==> config.mk <==
export PLATFORM = sky130hd
export DESIGN_NAME = imm_encoder
export DESIGN_NICKNAME = d
export VERILOG_FILES = /design/src/rtl/riscv_enc_pkg.sv /design/src/rtl/imm_range_chk.sv /design/src/rtl/imm_encoder.sv
export SDC_FILE = /design/constraint.sdc
export NUM_CORES = 1
export LEC_CHECK = 0
export CAP_MARGIN = 20
export CORE_MARGIN = 3
export CORE_UTILIZATION = 50
export DETAILED_ROUTE_END_ITERATION = 8
export PLACE_DENSITY = 0.84
export SYNTH_ARGS = -nofsm -noshare
export SYNTH_HDL_FRONTEND = slang
export SYNTH_HIERARCHICAL = 1
export SYNTH_SLANG_ARGS = --single-unit
==> constraint.sdc <==
create_clock -name clk -period 3.37 [get_ports clk]
set_input_delay 0.5055 -clock clk [delete_from_list [all_inputs] [get_ports clk]]
set_output_delay 0.5055 -clock clk [all_outputs]
set_load 0.01 [all_outputs]
==> src/rtl/riscv_enc_pkg.sv <==
// Shared encoding vocabulary for the instruction builder: request formats,
// FSM states, base opcodes and the per-format field packers.
package riscv_enc_pkg;

  typedef enum logic [2:0] {
    FMT_I  = 3'd0,
    FMT_S  = 3'd1,
    FMT_B  = 3'd2,
    FMT_U  = 3'd3,
    FMT_J  = 3'd4,
    FMT_LI = 3'd5
  } fmt_e;

  typedef enum logic [1:0] {
    S_IDLE = 2'd0,
    S_ONE  = 2'd1,
    S_LUI  = 2'd2,
    S_ADDI = 2'd3
  } state_e;

  localparam logic [6:0] OPC_LUI    = 7'b0110111;
  localparam logic [6:0] OPC_OPIMM  = 7'b0010011;
  localparam logic [6:0] OPC_LOAD   = 7'b0000011;
  localparam logic [6:0] OPC_STORE  = 7'b0100011;
  localparam logic [6:0] OPC_BRANCH = 7'b1100011;
  localparam logic [6:0] OPC_JAL    = 7'b1101111;
  localparam logic [6:0] OPC_JALR   = 7'b1100111;
  localparam logic [6:0] OPC_SYSTEM = 7'b1110011;

  // Each packer takes only the immediate bits its format can carry, so the
  // caller decides the truncation explicitly.
  function automatic logic [31:0] pack_i(input logic [11:0] imm, input logic [4:0] rs1,
                                         input logic [2:0] f3, input logic [4:0] rd,
                                         input logic [6:0] op);
    return {imm, rs1, f3, rd, op};
  endfunction

  function automatic logic [31:0] pack_s(input logic [11:0] imm, input logic [4:0] rs2,
                                         input logic [4:0] rs1, input logic [2:0] f3,
                                         input logic [6:0] op);
    return {imm[11:5], rs2, rs1, f3, imm[4:0], op};
  endfunction

  function automatic logic [31:0] pack_b(input logic [12:1] imm, input logic [4:0] rs2,
                                         input logic [4:0] rs1, input logic [2:0] f3,
                                         input logic [6:0] op);
    return {imm[12], imm[10:5], rs2, rs1, f3, imm[4:1], imm[11], op};
  endfunction

  function automatic logic [31:0] pack_u(input logic [31:12] imm, input logic [4:0] rd,
                                         input logic [6:0] op);
    return {imm, rd, op};
  endfunction

  function automatic logic [31:0] pack_j(input logic [20:1] imm, input logic [4:0] rd,
                                         input logic [6:0] op);
    return {imm[20], imm[10:1], imm[11], imm[19:12], rd, op};
  endfunction

endpackage

==> src/rtl/imm_range_chk.sv <==
// Decides whether an immediate fits the format it is being packed into.
module imm_range_chk
  import riscv_enc_pkg::*;
(
  input  fmt_e        fmt_i,
  input  logic [31:0] imm_i,
  output logic        err_o
);

  // Sign-extension checks: every bit above the field's top bit must match
  // the sign bit; branch/jump offsets must also be halfword aligned.
  always_comb begin
    err_o = 1'b0;
    case (fmt_i)
      FMT_I, FMT_S: err_o = (imm_i[31:11] != {21{imm_i[31]}});
      FMT_B:        err_o = (imm_i[31:12] != {20{imm_i[31]}}) || imm_i[0];
      FMT_J:        err_o = (imm_i[31:20] != {12{imm_i[31]}}) || imm_i[0];
      FMT_U:        err_o = (imm_i[11:0] != 12'd0);
      FMT_LI:       err_o = 1'b0;
      default:      err_o = 1'b1;
    endcase
  end

endmodule

==> src/rtl/imm_encoder.sv <==
// Packs register/immediate requests into RV32I words and streams them out;
// LI is split into LUI+ADDI over two beats when needed.
module imm_encoder
  import riscv_enc_pkg::*;
#(
  parameter bit LI_OPT = 1'b1,
  parameter int CNT_W  = 16
) (
  input  logic             clk,
  input  logic             rst_n,
  input  logic             req_valid,
  output logic             req_ready,
  input  logic [2:0]       req_fmt,
  input  logic [6:0]       req_opcode,
  input  logic [2:0]       req_funct3,
  input  logic [4:0]       req_rd,
  input  logic [4:0]       req_rs1,
  input  logic [4:0]       req_rs2,
  input  logic [31:0]      req_imm,
  output logic             out_valid,
  input  logic             out_ready,
  output logic [31:0]      out_instr,
  output logic             out_err,
  output logic             out_last,
  output logic [CNT_W-1:0] word_cnt
);

  state_e           state_q, state_d;
  logic [31:0]      instr_q, instr_d;
  logic [31:0]      addi_q, addi_d;
  logic             err_q, err_d;
  logic             last_q, last_d;
  logic [CNT_W-1:0] cnt_q, cnt_d;

  fmt_e        fmt;
  logic        chk_err;
  logic [19:0] li_hi;
  logic [11:0] li_lo;
  logic [31:0] lui_word, addi_rd_word, addi_x0_word;
  logic [31:0] enc_word;
  logic        enc_last, enc_two;
  logic        handoff;

  assign fmt = fmt_e'(req_fmt);

  imm_range_chk u_chk (
    .fmt_i (fmt),
    .imm_i (req_imm),
    .err_o (chk_err)
  );

  // Adding 0x800 before dropping the low 12 bits only carries into bit 12
  // when imm[11] is set, so the rounding is a 20-bit increment.
  assign li_hi        = req_imm[31:12] + {19'd0, req_imm[11]};
  assign li_lo        = req_imm[11:0];
  assign lui_word     = pack_u(li_hi, req_rd, OPC_LUI);
  assign addi_rd_word = pack_i(li_lo, req_rd, 3'b000, req_rd, OPC_OPIMM);
  assign addi_x0_word = pack_i(li_lo, 5'd0, 3'b000, req_rd, OPC_OPIMM);

  // Encode the incoming request into its first word and note whether a
  // second (ADDI) beat has to follow.
  always_comb begin
    enc_word = '0;
    enc_last = 1'b1;
    enc_two  = 1'b0;
    case (fmt)
      FMT_I: enc_word = pack_i(req_imm[11:0], req_rs1, req_funct3, req_rd, req_opcode);
      FMT_S: enc_word = pack_s(req_imm[11:0], req_rs2, req_rs1, req_funct3, req_opcode);
      FMT_B: enc_word = pack_b(req_imm[12:1], req_rs2, req_rs1, req_funct3, req_opcode);
      FMT_U: enc_word = pack_u(req_imm[31:12], req_rd, req_opcode);
      FMT_J: enc_word = pack_j(req_imm[20:1], req_rd, req_opcode);
      FMT_LI: begin
        if (LI_OPT && (li_hi == 20'd0)) begin
          enc_word = addi_x0_word;
        end else if (LI_OPT && (li_lo == 12'd0)) begin
          enc_word = lui_word;
        end else begin
          enc_word = lui_word;
          enc_last = 1'b0;
          enc_two  = 1'b1;
        end
      end
      default: enc_word = '0;
    endcase
  end

  assign handoff = out_valid && out_ready;

  // Next-state logic: accept only when idle, hold the word under
  // backpressure, and swap in the stored ADDI right after the LUI leaves.
  always_comb begin
    state_d = state_q;
    instr_d = instr_q;
    addi_d  = addi_q;
    err_d   = err_q;
    last_d  = last_q;
    cnt_d   = cnt_q;
    if (handoff && (cnt_q != {CNT_W{1'b1}})) begin
      cnt_d = cnt_q + CNT_W'(1);
    end
    case (state_q)
      S_IDLE: begin
        if (req_valid) begin
          instr_d = enc_word;
          err_d   = chk_err;
          last_d  = enc_last;
          addi_d  = addi_rd_word;
          state_d = enc_two ? S_LUI : S_ONE;
        end
      end
      S_ONE, S_ADDI: begin
        if (out_ready) state_d = S_IDLE;
      end
      S_LUI: begin
        if (out_ready) begin
          instr_d = addi_q;
          err_d   = 1'b0;
          last_d  = 1'b1;
          state_d = S_ADDI;
        end
      end
      default: state_d = S_IDLE;
    endcase
  end

  // State and output registers; reset drops any pending ADDI.
  always_ff @(posedge clk) begin
    if (!rst_n) begin
      state_q <= S_IDLE;
      instr_q <= '0;
      addi_q  <= '0;
      err_q   <= 1'b0;
      last_q  <= 1'b0;
      cnt_q   <= '0;
    end else begin
      state_q <= state_d;
      instr_q <= instr_d;
      addi_q  <= addi_d;
      err_q   <= err_d;
      last_q  <= last_d;
      cnt_q   <= cnt_d;
    end
  end

  assign req_ready = (state_q == S_IDLE);
  assign out_valid = (state_q != S_IDLE);
  assign out_instr = instr_q;
  assign out_err   = err_q;
  assign out_last  = last_q;
  assign word_cnt  = cnt_q;

endmodule

==> impl_metrics.csv, run 1 <==
group,metric,value,unit
final_layout,final_cell_mix,"clkdlybuf4s50_1 (115), nand2_1 (74), dfxtp_1 (70)",
logic_synthesis,avgSynthCellArea,7.50,um^2
routing,num_vias,5515,
floorplanning,die_area,10600,um^2
critical_path,cp.required,3.62,ns
logic_synthesis,synth-async-reset-ratio,0,
final_layout,area.sequential,1400,um^2
routing,drc,0,
timing,period_minus_slack,3.07,ns
placement,routabilityCongestion,0.986,
final_layout,final_common_cell,"clkdlybuf4s50_1",
critical_path,cp_max_fo,11,
clocking,clk_pin_slew_worst_paths,0.08,ns
placement,dp_hpwl,12500,um
timing,finalSetupViolCount,0,
flow_run,drv_cap,0,
routing,totalWireLength,16700,um
timing,maxSlewViolCount,0,
critical_path,crit_path_start_kind,"input port",
logic_synthesis,ys_seq_elements,70,
timing,fin_crit_sh,0.910,
final_layout,areaGrowthSynthToFinish,33.5,%
global_route,antenna_found_initial,0,
final_layout,fin_util,0.702,
logic_synthesis,syn_nets,694,
final_layout,design_area,6270,um^2
final_layout,layout-drive-gt1-share,0.104,
run_status,status,"complete, no violations",
logic_synthesis,synth_seq_area_share,0.298,
timing,worst_pin_slew,0.835,ns
timing,fin_skew,0.00580,ns
timing,max_slew_margin,0.443,
placement,portBuffers,115,
routing,wl_per_cell,19.5,um
critical_path,crit_arrival,3.32,ns
placement,post_dp_cell_area,6060,um^2
power_and_ir_drop,p_leak,2.23,nW
critical_path,ff2ff_setup_slack,1.10,ns
logic_synthesis,yosysUniqueCellTypes,64,
clocking,htree_levels,3,
final_layout,finish.net_count,809,
timing,finalHoldViolCount,0,
routing,drt_iter0_drc,469,
timing,fin_setup_tns,0,ns
timing,holdWs,0.459,ns
routing,dr.pass1.iters,6,
routing,routed_via_density,6.45,
timing,fmax,326,MHz
global_route,grt_max_degree,44,
clocking,clk_latency,0.35,ns
clocking,cts.sinks,70,
final_layout,n_fill_cell,746,
worst_hold_path,hold_path_class,"reg -> reg",
worst_hold_path,whs_path_depth,2,
power_and_ir_drop,vdd_drop_max,0.373,mV
clocking,postCtsHoldBufs,0,
clocking,cts_buffers,9,
global_route,grt_pass1_vias,5378,
floorplanning,die_h,103,um
critical_path,cp-end-kind,"flop",
floorplanning,core_region_area,8930,um^2
critical_path,reg2reg_from,"state_q[1]",
critical_path,critPathKind,"in -> reg",
logic_synthesis,syn_area,4700,um^2
critical_path,timing.rr.end,"out_instr[19]",
global_route,grt_overflow,0,
routing,ant_nets,0,
clocking,cts_buffer_depth,2,
power_and_ir_drop,powerDensity,357,nW/um^2
critical_path,rr_worst_depth,6,
critical_path,critPathCapture,"state_q[0]",
logic_synthesis,synth_flop_cell,"dfxtp_1",
clocking,root_buffer,"clkbuf_8",
clocking,cts_tree,"done",
floorplanning,io_pins,116,
logic_synthesis,synth_cells,627,
placement,dpl.cell_count,839,
logic_synthesis,yosys_warnings,6,
floorplanning,die_w,103,um
global_route,grt_pass1_wl,26900,um
final_layout,antenna_cells,0,
final_layout,layoutNonFillerInstCount,855,
global_route,grt_usage,0.321,
final_layout,multiInputGateArea,3070,um^2
floorplanning,rows,34,
logic_synthesis,synth-edff-count,0,
critical_path,crit_start,"req_imm[12]",
floorplanning,initial_core_util,0.526,
==> power by group <==
| group | switching (mW) | internal (mW) |
|---|---|---|
| clock | 0.332 | 0.382 |
| combinational | 0.320 | 0.286 |
| sequential | 0.0376 | 0.883 |
| total | 0.690 | 1.55 |
==> per-layer routing <==
layer	wire, um	GRT usage
met5	0	0
met2	8050	0.529
met1	6680	0.420
met4	475	0.126
met3	1490	0.0514
==> sequential cells by signal, summed over array words and instances, names as in the netlist <==
name	count
out_err	1
word_cnt	16
out_last	1
out_instr	32
state_q	2
addi_q	18
==> kinds of logic (layout without fill, tap and decap cells) <==
| family | after synthesis | in the layout | synth area share |
|---|---|---|---|
| flip-flops | 70 | 70 | 0.298 |
| buffers and inverters | 56 | 176 | 0.0511 |
| XOR/XNOR | 32 | 32 | 0.0596 |
| AND/OR/NAND/NOR | 246 | 246 | 0.266 |
| AO/OA/AOI/OAI | 207 | 207 | 0.288 |
| adder cells (fa/ha/maj) | 3 | 3 | 0.00799 |
| multiplexers | 13 | 13 | 0.0296 |
==> stage by stage <==
stage	total power, mW	setup slack, ns
global route	2.33	-0.0126
global placement	1.51	0.177
CTS	2.23	0.344
detailed placement	1.53	-0.0298
finish	2.24	0.303
floorplan	1.24	0.818
==> final cells by class <==
class | count | area share
Inverter | 8 | 0.00479
Sequential cell | 70 | 0.223
Clock buffer | 11 | 0.0241
Multi-Input combinational cell | 501 | 0.489
Tap cell | 108 | 0.0215
Clock inverter | 5 | 0.00917
Timing Repair Buffer | 152 | 0.228
==> repair_timing <==
item | in CTS | in global routing
buffers inserted | 0 | 0
resized for setup | 0 | 1
setup endpoints to repair | 0 | 1
==> synthesized netlist by cell type, types with 4 or more instances <==
master	n	share of area
a21o_1	4	0.0064
a21oi_1	56	0.060
a221oi_1	7	0.013
a22oi_1	27	0.043
a31oi_1	9	0.012
and3_1	6	0.0080
and4_1	4	0.0075
buf_1	4	0.0032
buf_2	5	0.0053
clkbuf_1	34	0.027
dfxtp_1	70	0.30
inv_1	8	0.0064
mux2_2	7	0.017
mux2i_1	6	0.013
nand2_1	74	0.059
nand2b_1	6	0.0080
nand3_1	42	0.045
nand4_1	15	0.020
nor2_1	40	0.032
nor2b_1	13	0.017
nor3_1	10	0.011
nor3b_1	5	0.0080
nor4_1	12	0.016
o211ai_1	7	0.011
o21a_1	9	0.014
o21ai_0	47	0.050
o221ai_1	5	0.0093
o22ai_1	7	0.0093
xnor2_1	13	0.024
xor2_1	19	0.035
==> worst min-delay path by stage <==
stage / startpoint / to
floorplan: addi_q[16] / addi_q[16]
global placement: addi_q[16] / addi_q[16]
detailed placement: addi_q[20] / addi_q[20]
CTS: addi_q[20] / addi_q[20]
global route: addi_q[15] / addi_q[15]
finish: addi_q[20] / addi_q[20]
==> critical path, cell delays in order <==
cell and delay [ns]:
clkdlybuf4s50_1 0.48, ha_1 0.28, ha_1 0.22, nand3_1 0.29
nor4_1 0.45, xnor2_1 0.19, and4bb_1 0.30, nand4_1 0.11
buf_4 0.21, a221oi_1 0.29
No activity file was read; power rests on OpenSTA's default activity.
==> inputs of run 2 (changes only) <==
- CORE_UTILIZATION: 50 -> 35
- PLACE_DENSITY: 0.84 -> 0.63
==> run 2 against run 1 <==
Compared with the run above: utilization is 19 points lower; routed wire length is 9.6% higher; sequential share of layout area is 1.0 points lower; largest cell class unchanged; cell count is 8.7% higher; critical path depth stayed put; clock power is 55% higher; cell area is 4.9% higher; first-iteration DRC count is 27% higher.
==> impl_metrics.csv, run 2 (same netlist as run 1, synthesis figures left out) <==
group,metric,value,unit
run_status,status,"complete, no violations",
critical_path,cp-end-kind,"flop",
final_layout,final_common_cell,"clkdlybuf4s50_1",
timing,worst_pin_slew,0.697,ns
clocking,htree_levels,3,
final_layout,n_fill_cell,1277,
final_layout,design_area,6580,um^2
routing,wl_per_cell,19.7,um
placement,dpl.cell_count,914,
final_layout,area.sequential,1400,um^2
timing,period_minus_slack,2.95,ns
clocking,cts_resized,0,
timing,fin_setup_tns,0,ns
critical_path,crit_path_start_kind,"input port",
clocking,cts_buffers,9,
placement,post_dp_cell_area,6250,um^2
worst_hold_path,hold_path_class,"reg -> reg",
final_layout,final_cell_mix,"clkdlybuf4s50_1 (115), nand2_1 (74), dfxtp_1 (70)",
global_route,grt_overflow,0,
placement,routabilityCongestion,0.898,
critical_path,ff2ff_setup_slack,1.17,ns
flow_run,drv_cap,0,
clocking,postCtsHoldBufs,0,
power_and_ir_drop,powerDensity,403,nW/um^2
power_and_ir_drop,p_leak,2.34,nW
clocking,cts_buffer_depth,2,
critical_path,critPathKind,"in -> reg",
routing,dr.pass1.iters,5,
final_layout,finish.net_count,820,
critical_path,crit_arrival,3.21,ns
clocking,cts_tree,"done",
critical_path,cp.required,3.63,ns
timing,max_slew_margin,0.535,
routing,drc,0,
placement,dp_hpwl,13400,um
floorplanning,core_region_area,12900,um^2
floorplanning,die_area,14900,um^2
final_layout,largest_register_ff_count,32,
floorplanning,initial_core_util,0.365,
routing,totalWireLength,18300,um
placement,portBuffers,115,
timing,maxSlewViolCount,0,
timing,rsz0062_at_grt,"no",
routing,num_vias,5454,
final_layout,layoutNonFillerInstCount,929,
timing,finalSetupViolCount,0,
routing,drt_iter0_drc,594,
critical_path,rr_worst_depth,8,
floorplanning,die_h,122,um
timing,finalHoldViolCount,0,
timing,layout_setup_ws,0.420,ns
floorplanning,die_w,122,um
routing,routed_via_density,5.87,
floorplanning,rows,41,
timing,fmax,339,MHz
global_route,grt_pass1_wl,28500,um
clocking,clk_latency,0.34,ns
placement,pre_cts_slack,0.0778,ns
timing,fin_crit_sh,0.875,
power_and_ir_drop,vdd_drop_max,0.197,mV
clocking,cts_setup_buffers,0,
critical_path,cp_max_fo,9,
global_route,grt_max_degree,50,
final_layout,multiInputGateArea,3060,um^2
clocking,cts.sinks,70,
final_layout,areaGrowthSynthToFinish,40.1,%
clocking,root_buffer,"clkbuf_16",
routing,ant_nets,0,
final_layout,antenna_cells,0,
timing,fin_skew,0.00719,ns
global_route,grt_usage,0.246,
worst_hold_path,whs_path_depth,2,
floorplanning,io_pins,116,
global_route,grt_pass1_vias,5239,
clocking,clk_pin_slew_worst_paths,0.06,ns
global_route,antenna_found_initial,0,
final_layout,layout-drive-gt1-share,0.115,
run 2: where the power goes:
part	switching [mW]	internal, mW	leakage, nW
clock network	0.390	0.719	0.161
logic	0.331	0.297	1.61
registers	0.0360	0.884	0.574
total	0.756	1.90	2.34
run 2: worst paths after layout:
| check | endpoint | start |
|---|---|---|
| worst max register to register | out_instr[23] | state_q[1] |
| worst min register to register | addi_q[16] | addi_q[16] |
| worst max-delay path | out_instr[20] | req_imm[11] |
| worst min-delay path | addi_q[16] | addi_q[16] |
run 2: per-stage QoR:
| stage | hold slack (ns) | utilization | power [mW] |
|---|---|---|---|
| 6_report | 0.454 | 0.511 | 2.66 |
| 5_1_grt | 0.468 | 0.511 | 2.76 |
| 4_1_cts | 0.456 | 0.511 | 2.66 |
| 3_5_place_dp | 0.448 | 0.485 | 1.56 |
| 3_3_place_gp | 0.439 | 0.485 | 1.55 |
| 2_1_floorplan | 0.431 | - | 1.24 |
run 2: per-layer routing:
metal  part of all wire  wire length [um]  vias to the layer above  track usage
li1                   -                 -                     2588            -
met2               0.45              8210                      270        0.394
met3              0.084              1530                       34       0.0534
met5                  0                 0                        -            0
met1               0.45              8160                     2562        0.335
met4              0.021               388                        0       0.0728
run 2: cell type report:
cell class,instances,share of cell area
Clock inverter,6,0.0169
Tap cell,172,0.0327
Timing Repair Buffer,163,0.233
Inverter,8,0.00456
Clock buffer,9,0.0342
Multi-Input combinational cell,501,0.465
Sequential cell,70,0.213
run 2: critical path, stage by stage:
cell             delay (ns)
clkdlybuf4s50_1        0.49
ha_1                   0.19
ha_1                   0.18
nand3_1                0.24
nor4_1                 0.40
xnor2_1                0.23
nor3b_1                0.29
nand4_1                0.22
buf_4                  0.24
o31ai_2                0.22
